<file path="src/rtl/dq_burst_seq_if.sv">
// rtl/dq_burst_seq_if.sv - command strobes in, DQ/DQS burst controls out
interface dq_burst_seq_if #(
  parameter int RANKS   = 2,
  parameter int BGWIDTH = 2,
  parameter int BAWIDTH = 2,
  parameter int CHIPS   = 16,
  parameter int BL      = 8
);
  localparam int RW = (RANKS > 1) ? $clog2(RANKS) : 1;
  localparam int BW = (BL > 1) ? $clog2(BL) : 1;

  logic [RANKS-1:0]   cs_n;
  logic               RD;
  logic               RDA;
  logic               WR;
  logic               WRA;
  logic [BGWIDTH-1:0] bg;
  logic [BAWIDTH-1:0] ba;

  logic               rd_en;
  logic               wr_capture;
  logic [BW-1:0]      beat;
  logic [RW-1:0]      burst_rank;
  logic [BGWIDTH-1:0] burst_bg;
  logic [BAWIDTH-1:0] burst_ba;
  logic               dqs_oe;
  logic [CHIPS-1:0]   dqs_t_o;
  logic [CHIPS-1:0]   dqs_c_o;
  logic               ap_done;
  logic               busy;
  logic               cmd_err;

  modport master (
    output cs_n, RD, RDA, WR, WRA, bg, ba,
    input  rd_en, wr_capture, beat, burst_rank, burst_bg, burst_ba,
           dqs_oe, dqs_t_o, dqs_c_o, ap_done, busy, cmd_err
  );

  modport slave (
    input  cs_n, RD, RDA, WR, WRA, bg, ba,
    output rd_en, wr_capture, beat, burst_rank, burst_bg, burst_ba,
           dqs_oe, dqs_t_o, dqs_c_o, ap_done, busy, cmd_err
  );
endinterface

</file>
<file path="src/rtl/dq_burst_seq.sv">
// rtl/dq_burst_seq.sv - latency-accurate DQ/DQS read/write burst sequencer
// Queues column commands with a due timestamp and plays them out as bursts.
module dq_burst_seq #(
  parameter int RANKS   = 2,
  parameter int BGWIDTH = 2,
  parameter int BAWIDTH = 2,
  parameter int CHIPS   = 16,
  parameter int BL      = 8,
  parameter int CL      = 22,
  parameter int CWL     = 16,
  parameter int RPRE    = 2,
  parameter int DEPTH   = 4
) (
  input  logic          clk,
  input  logic          reset_n,
  dq_burst_seq_if.slave bus
);
  localparam int LMAX = (CL > CWL) ? CL : CWL;
  localparam int TW   = $clog2(LMAX + BL * (DEPTH + 1)) + 1;
  localparam int AW   = (DEPTH > 1) ? $clog2(DEPTH) : 1;
  localparam int RW   = (RANKS > 1) ? $clog2(RANKS) : 1;
  localparam int BW   = (BL > 1) ? $clog2(BL) : 1;

  localparam logic [TW-1:0]        CL_T    = TW'(CL);
  localparam logic [TW-1:0]        CWL_T   = TW'(CWL);
  localparam logic [TW-1:0]        BL_T    = TW'(BL);
  localparam logic [TW-1:0]        ONE_T   = TW'(1);
  localparam logic signed [TW-1:0] ZERO_S  = '0;
  localparam logic signed [TW-1:0] RPRE_S  = TW'(RPRE);
  localparam logic [BW-1:0]        BL_LAST = BW'(BL - 1);
  localparam logic [AW:0]          FULL_C  = (AW + 1)'(DEPTH);

  typedef struct packed {
    logic               rd;
    logic               ap;
    logic [RW-1:0]      rank;
    logic [BGWIDTH-1:0] bg;
    logic [BAWIDTH-1:0] ba;
    logic [TW-1:0]      due;
  } entry_t;

  typedef struct packed {
    logic               rd;
    logic               ap;
    logic [RW-1:0]      rank;
    logic [BGWIDTH-1:0] bg;
    logic [BAWIDTH-1:0] ba;
  } burst_t;

  typedef enum logic [1:0] {S_IDLE, S_PRE, S_BURST} state_t;

  entry_t          fifo_q [DEPTH];
  logic [AW-1:0]   rd_ptr_q, wr_ptr_q;
  logic [AW:0]     cnt_q, cnt_d;
  logic [TW-1:0]   now_q, now_n, last_end_q, last_end_d;
  logic            err_q, err_d;
  state_t          state_q, state_d;
  logic [BW-1:0]   beat_q, beat_d;
  burst_t          cur_q, cur_d;
  logic            ap_q, ap_d;

  logic [3:0]       strb;
  logic [RANKS-1:0] cs_low;
  logic             any_strb, accept, full, overlap, stale;
  logic             head_vld, due_now, pre_win, take, push, pop_fifo;
  entry_t           inc, head;
  logic signed [TW-1:0] head_dist;

  assign strb   = {bus.RD, bus.RDA, bus.WR, bus.WRA};
  assign cs_low = ~bus.cs_n;
  assign now_n  = now_q + ONE_T;

  // Command acceptance; cs_n is listed MSB-first, so bit RANKS-1 selects rank 0.
  always_comb begin
    inc      = '0;
    any_strb = |strb;
    inc.rd   = bus.RD | bus.RDA;
    inc.ap   = bus.RDA | bus.WRA;
    inc.bg   = bus.bg;
    inc.ba   = bus.ba;
    inc.due  = now_q + (inc.rd ? CL_T : CWL_T);
    for (int i = 0; i < RANKS; i++) begin
      if (cs_low[i]) inc.rank = RW'(RANKS - 1 - i);
    end
    full    = (cnt_q == FULL_C);
    overlap = ($signed(inc.due - last_end_q) < ZERO_S);
    stale   = ($signed(last_end_q - now_q) <= ZERO_S);
    err_d   = any_strb && (!$onehot(strb) || !$onehot(cs_low) || full || overlap);
    accept  = any_strb && !err_d;
    // An empty queue lets a just-accepted command be seen as head (short CWL).
    head_vld  = (cnt_q != '0) || accept;
    head      = (cnt_q != '0) ? fifo_q[rd_ptr_q] : inc;
    head_dist = $signed(head.due - now_n);
    due_now   = head_vld && (head_dist == ZERO_S);
    pre_win   = head_vld && head.rd && (head_dist > ZERO_S) && (head_dist <= RPRE_S);
  end

  // Next-state: decisions are made for the coming cycle (now_n).
  always_comb begin
    state_d = state_q;
    beat_d  = beat_q;
    cur_d   = cur_q;
    ap_d    = 1'b0;
    take    = 1'b0;
    case (state_q)
      S_BURST: begin
        if (beat_q != BL_LAST) begin
          beat_d = beat_q + BW'(1);
        end else begin
          ap_d = cur_q.ap;
          if (due_now)      take    = 1'b1;
          else if (pre_win) state_d = S_PRE;
          else              state_d = S_IDLE;
        end
      end
      default: begin
        if (due_now) begin
          take    = 1'b1;
          state_d = S_BURST;
        end else if (pre_win) begin
          state_d = S_PRE;
        end else begin
          state_d = S_IDLE;
        end
      end
    endcase
    if (take) begin
      beat_d = '0;
      cur_d  = '{rd: head.rd, ap: head.ap, rank: head.rank, bg: head.bg, ba: head.ba};
    end
  end

  assign pop_fifo = take && (cnt_q != '0);
  assign push     = accept && !(take && (cnt_q == '0));

  always_comb begin
    cnt_d = cnt_q;
    case ({push, pop_fifo})
      2'b10:   cnt_d = cnt_q + (AW + 1)'(1);
      2'b01:   cnt_d = cnt_q - (AW + 1)'(1);
      default: cnt_d = cnt_q;
    endcase
    // A stale last_end is pulled up to now so the modular compare never wraps.
    if (accept)     last_end_d = inc.due + BL_T;
    else if (stale) last_end_d = now_q;
    else            last_end_d = last_end_q;
  end

  always_ff @(posedge clk or negedge reset_n) begin
    if (!reset_n) begin
      state_q <= S_IDLE;
      beat_q  <= '0;
      cur_q   <= '0;
      ap_q    <= 1'b0;
    end else begin
      state_q <= state_d;
      beat_q  <= beat_d;
      cur_q   <= cur_d;
      ap_q    <= ap_d;
    end
  end

  always_ff @(posedge clk or negedge reset_n) begin
    if (!reset_n) begin
      now_q      <= '0;
      last_end_q <= '0;
      rd_ptr_q   <= '0;
      wr_ptr_q   <= '0;
      cnt_q      <= '0;
      err_q      <= 1'b0;
    end else begin
      now_q      <= now_n;
      last_end_q <= last_end_d;
      cnt_q      <= cnt_d;
      err_q      <= err_d;
      if (push)     wr_ptr_q <= wr_ptr_q + AW'(1);
      if (pop_fifo) rd_ptr_q <= rd_ptr_q + AW'(1);
    end
  end

  always_ff @(posedge clk) begin
    if (push) fifo_q[wr_ptr_q] <= inc;
  end

  logic rd_beat;
  always_comb begin
    rd_beat        = (state_q == S_BURST) && cur_q.rd;
    bus.rd_en      = rd_beat;
    bus.wr_capture = (state_q == S_BURST) && !cur_q.rd;
    bus.dqs_oe     = (state_q == S_PRE) || rd_beat;
    bus.dqs_t_o    = {CHIPS{rd_beat && !beat_q[0]}};
    bus.dqs_c_o    = ~{CHIPS{rd_beat && !beat_q[0]}};
    bus.beat       = beat_q;
    bus.burst_rank = cur_q.rank;
    bus.burst_bg   = cur_q.bg;
    bus.burst_ba   = cur_q.ba;
    bus.ap_done    = ap_q;
    bus.cmd_err    = err_q;
    bus.busy       = (cnt_q != '0) || (state_q != S_IDLE);
  end
endmodule

</file>
<file path="src/flat_wrapper.sv">
// flat-port wrapper written by rule: the top's interface ports become plain ports
module dq_burst_seq_flat 
#(
  parameter int RANKS   = 2,
  parameter int BGWIDTH = 2,
  parameter int BAWIDTH = 2,
  parameter int CHIPS   = 16,
  parameter int BL      = 8,
  parameter int CL      = 22,
  parameter int CWL     = 16,
  parameter int RPRE    = 2,
  parameter int DEPTH   = 4
)
  (clk, reset_n, bus_cs_n, bus_RD, bus_RDA, bus_WR, bus_WRA, bus_bg, bus_ba, bus_rd_en, bus_wr_capture, bus_beat, bus_burst_rank, bus_burst_bg, bus_burst_ba, bus_dqs_oe, bus_dqs_t_o, bus_dqs_c_o, bus_ap_done, bus_busy, bus_cmd_err);
  dq_burst_seq_if #(.RANKS(RANKS), .BGWIDTH(BGWIDTH), .BAWIDTH(BAWIDTH), .CHIPS(CHIPS), .BL(BL)) bus_i ();
  input  logic clk;
  input  logic reset_n;
  input wire logic [$bits(bus_i.cs_n)-1:0] bus_cs_n;
  input wire logic [$bits(bus_i.RD)-1:0] bus_RD;
  input wire logic [$bits(bus_i.RDA)-1:0] bus_RDA;
  input wire logic [$bits(bus_i.WR)-1:0] bus_WR;
  input wire logic [$bits(bus_i.WRA)-1:0] bus_WRA;
  input wire logic [$bits(bus_i.bg)-1:0] bus_bg;
  input wire logic [$bits(bus_i.ba)-1:0] bus_ba;
  output wire logic [$bits(bus_i.rd_en)-1:0] bus_rd_en;
  output wire logic [$bits(bus_i.wr_capture)-1:0] bus_wr_capture;
  output wire logic [$bits(bus_i.beat)-1:0] bus_beat;
  output wire logic [$bits(bus_i.burst_rank)-1:0] bus_burst_rank;
  output wire logic [$bits(bus_i.burst_bg)-1:0] bus_burst_bg;
  output wire logic [$bits(bus_i.burst_ba)-1:0] bus_burst_ba;
  output wire logic [$bits(bus_i.dqs_oe)-1:0] bus_dqs_oe;
  output wire logic [$bits(bus_i.dqs_t_o)-1:0] bus_dqs_t_o;
  output wire logic [$bits(bus_i.dqs_c_o)-1:0] bus_dqs_c_o;
  output wire logic [$bits(bus_i.ap_done)-1:0] bus_ap_done;
  output wire logic [$bits(bus_i.busy)-1:0] bus_busy;
  output wire logic [$bits(bus_i.cmd_err)-1:0] bus_cmd_err;
  assign bus_i.cs_n = bus_cs_n;
  assign bus_i.RD = bus_RD;
  assign bus_i.RDA = bus_RDA;
  assign bus_i.WR = bus_WR;
  assign bus_i.WRA = bus_WRA;
  assign bus_i.bg = bus_bg;
  assign bus_i.ba = bus_ba;
  assign bus_rd_en = bus_i.rd_en;
  assign bus_wr_capture = bus_i.wr_capture;
  assign bus_beat = bus_i.beat;
  assign bus_burst_rank = bus_i.burst_rank;
  assign bus_burst_bg = bus_i.burst_bg;
  assign bus_burst_ba = bus_i.burst_ba;
  assign bus_dqs_oe = bus_i.dqs_oe;
  assign bus_dqs_t_o = bus_i.dqs_t_o;
  assign bus_dqs_c_o = bus_i.dqs_c_o;
  assign bus_ap_done = bus_i.ap_done;
  assign bus_busy = bus_i.busy;
  assign bus_cmd_err = bus_i.cmd_err;
  dq_burst_seq #(.RANKS(RANKS), .BGWIDTH(BGWIDTH), .BAWIDTH(BAWIDTH), .CHIPS(CHIPS), .BL(BL), .CL(CL), .CWL(CWL), .RPRE(RPRE), .DEPTH(DEPTH)) u_core (.clk(clk), .reset_n(reset_n), .bus(bus_i));
endmodule
</file>
<file path="config.mk">
export PLATFORM = sky130hd
export DESIGN_NAME = dq_burst_seq_flat
export DESIGN_NICKNAME = d
export VERILOG_FILES = /design/src/rtl/dq_burst_seq_if.sv /design/src/rtl/dq_burst_seq.sv /design/src/flat_wrapper.sv
export SDC_FILE = /design/constraint.sdc
export NUM_CORES = 1
export LEC_CHECK = 0
export BUFFER_PORTS_ARGS = -buffer_cell sky130_fd_sc_hd__buf_4
export CORE_MARGIN = 4
export CORE_UTILIZATION = 30
export CTS_CLUSTER_DIAMETER = 200
export DETAILED_ROUTE_END_ITERATION = 7
export GPL_ROUTABILITY_DRIVEN = 0
export GPL_TIMING_DRIVEN = 0
export PLACE_DENSITY = 0.54
export SYNTH_ARGS = -nofsm -noshare
export SYNTH_HDL_FRONTEND = slang
export SYNTH_SLANG_ARGS = --single-unit
</file>
<file path="constraint.sdc">
create_clock -name clk -period 13.65 [get_ports clk]
set_clock_uncertainty 0.1 [all_clocks]
set_input_delay 2.0475 -clock clk [delete_from_list [all_inputs] [get_ports clk]]
set_output_delay 2.0475 -clock clk [all_outputs]
set_load 0.005 [all_outputs]
</file>
==> qor.yml <==
seq_area_mm2: 0.00256
start_kind: "input pin"
synth_adder_area_share: 0.101
area_growth_pct: 19.9
fin_cells: 703
start_util: 0.307
path_buf_inv: 4
peakVddDrop_uv: 69.7
synthMuxAreaShare: 0.0802
grt_pass1_wl_um: 17100
setup_tns_ps: 0
end_kind: "flip-flop"
drive_above_1_share: 0.300
netlist_area_mm2: 0.00513
crit_chain: "buf_4, inv_1, ha_1, inv_1, ha_1, fa_1, xor2_1, nand2_1, nand2_1, ha_1, or4_1, a21oi_1, o22ai_1, a2111oi_4, and3_1, ha_1, inv_1, fa_1, xor2_1, nor2_1, xor2_1"
crit_top_cell: "ha_1"
drtIter0Drc: 152
port_buffers: 57
ys_async_sr_fraction: 0.385
die_h_um: 139
cts_tree: "built"
multi_input_area_mm2: 0.00213
routed_via_density: 4.60
path_clk_slew_ps: 70
min_period_ps: 7230
io_pins: 58
postCtsResizedCells: 0
synth_edf_count: 56
use_met1: 0.137
post-cts-setup-buffers: 0
fillCellCount: 1627
h-tree-depth: 3
clkSinkCount: 91
power_leakage_uw: 0.00265
ctsHoldBuffers: 0
first_global_vias: 3265
path_depth: 21
remaining_drc_errors: 0
synthCells: 410
diodes: 0
core_mm2: 0.0167
synth-simple-area-share: 0.0912
period_share: 0.530
vias: 3237
drt-total-wl_um: 10500
fin_area_mm2: 0.00616
max_cap_violations: 0
synth_top_family_by_area: "adder cells"
die_w_um: 139
rr_startpoint: "u_core.rd_ptr_q[0]"
num_rows: 47
met2_usage: 0.191
worstMarginPinSlew_ps: 820
synthXorXnorAreaFrac: 0.0456
internal_power_uw: 673
grt_busiest_layer: "met2"
firstDrtPassIters: 4
total_power_uw: 1030
final_cell_mix: "buf_4, edfxtp_1, inv_1, ha_1, dfrtp_1"
post-place-cells: 687
dp_hpwl_um: 7770
arrival_ps: 7400
dpl_cell_area_mm2: 0.00584
yosysWarnings: 0
final-hold-violation-count: 0
crit_family: "adder cells"
pwr-share-clk: 0.256
grt.total_usage: 0.112
cts_root_buf: "clkbuf_16"
pwr-share-seq: 0.354
yosysUniqueCellTypes: 55
final_util: 0.369
power_switching_uw: 352
worstSetupPathType: "input pin to flip-flop"
status: "finished, final reports clean"
synth-compound-area-share: 0.0963
rsz0062_at_grt: "no"
final_common_cell: "buf_4"
synth_fp_nets: 461
slew_headroom: 0.454
cts_made_buffers: 9
grt_max_degree: 36
critPathSlowestCell: "a2111oi_4"
worstPathRequired_ps: 13820
postRouteAntennaNets: 0
ys_ff_latch: 91
hp-class: "flip-flop to flip-flop"
fmax_mhz: 138
hold_end: "u_core.cur_q[5]"
layout.nets: 529
synth_seq_area_share: 0.498
cpPeakStageDelay_ps: 640
share_comb_of_total_power: 0.390
die_area_mm2: 0.0193
setup_viol: 0
clkLatencyLatePin_ps: 350
syn-mean-instance-area_um2: 12.5
synth_flop_cell: "edfxtp_1"
wl_per_cell_um: 14.9
grt.overflow.total: 0
use_met3: 0.0348
r2r_slack_ps: 8180
hold_path_depth: 1
antenna_found_initial: 0
r2r.worst_path.cells: 18
hold_start: "u_core.cur_q[5]"
crit-reg2reg-capture: "u_core.cnt_q[2]"
powerDensity_mw_per_mm2: 167
slew_viol_final: 0
cp_max_fo: 8
switching_share: 0.344
cts_buffer_depth: 2
-- sequential cells by signal, indices dropped and copies added, names as in the netlist --
| register | cells |
|---|---|
| u_core.fifo_q | 56 |
| u_core.last_end_q | 7 |
| u_core.now_q | 7 |
| u_core.bus.beat | 3 |
| u_core.cnt_q | 3 |
| u_core.bus.burst_ba | 2 |
| u_core.bus.burst_bg | 2 |
| u_core.cur_q | 2 |
| u_core.rd_ptr_q | 2 |
| u_core.state_q | 2 |
| u_core.wr_ptr_q | 2 |
| u_core.bus.ap_done | 1 |
| u_core.bus.burst_rank | 1 |
| u_core.bus.cmd_err | 1 |
-- kinds of logic after synthesis --
family,Yosys count
flops,91
xor+xnor,25
simple gates,91
mux,23
compound gates,61
fa+ha+maj,39
buf+inv,80
-- metrics by stage --
| stage | hold slack, ps | setup slack [ps] |
|---|---|---|
| 2_1_floorplan | 388 | 7100 |
| 3_3_place_gp | 408 | 6170 |
| 3_5_place_dp | 413 | 6090 |
| 4_1_cts | 428 | 6430 |
| 5_1_grt | 451 | 6010 |
| 6_report | 421 | 6420 |
-- routing by layer --
metal / part of all wire / up-vias
met5: 0 / -
met4: 0.013 / 0
met3: 0.072 / 11
met2: 0.48 / 95
met1: 0.44 / 1556
li1: - / 1575
-- synthesized netlist by cell type (3+ instances only) --
cell type  count  area share
or3_1          5      0.0061
fa_1           4       0.016
nand3_1        6      0.0059
a21oi_1        9      0.0088
xor2_1        11       0.019
and3_1         3      0.0037
o31ai_1        3      0.0044
inv_1         35       0.026
clkbuf_1       4      0.0029
dfrtp_1       35        0.17
a31oi_1        4      0.0049
o22ai_1        7      0.0085
xnor2_1       13       0.022
mux2i_1        7       0.014
or2_2          3      0.0037
a2bb2oi_2      6       0.018
nor2b_1        4      0.0049
edfxtp_1      56        0.33
and2_1         6      0.0073
nand2_1       26       0.019
o21ai_0       13       0.013
nor3_1         6      0.0059
buf_4         35       0.051
nor2_1        18       0.013
ha_1          35       0.085
nand2b_1       5      0.0061
mux4_2        14       0.061
-- final cells by class --
type,count,share of cell area
well taps,220,0.0447
clock buffers,9,0.0366
multi-input cells,239,0.345
clock inverters,7,0.0154
plain buffers,45,0.0516
inverters,35,0.0213
repair buffers,57,0.0695
flip-flops and latches,91,0.415
-- how the worst max path moves through the flow --
stage	slack [ps]	start	to
after CTS	6430	bus_RDA	u_core.cnt_q[2]
after global routing	6010	bus_RDA	u_core.cnt_q[2]
after global placement	6170	bus_RDA	u_core.cnt_q[2]
final	6420	bus_RDA	u_core.cnt_q[2]
after floorplan	7100	bus_RDA	u_core.cnt_q[2]
after detailed placement	6090	bus_RDA	u_core.cnt_q[2]
-- power groups by stage --
stage	Sequential, µW	Combinational (µW)	Clock [µW]
2_1_floorplan	362	305	0
3_3_place_gp	368	397	0
3_5_place_dp	370	406	0
4_1_cts	364	408	268
5_1_grt	368	448	278
6_report	363	400	262
Power figures use the tool's default switching activity.
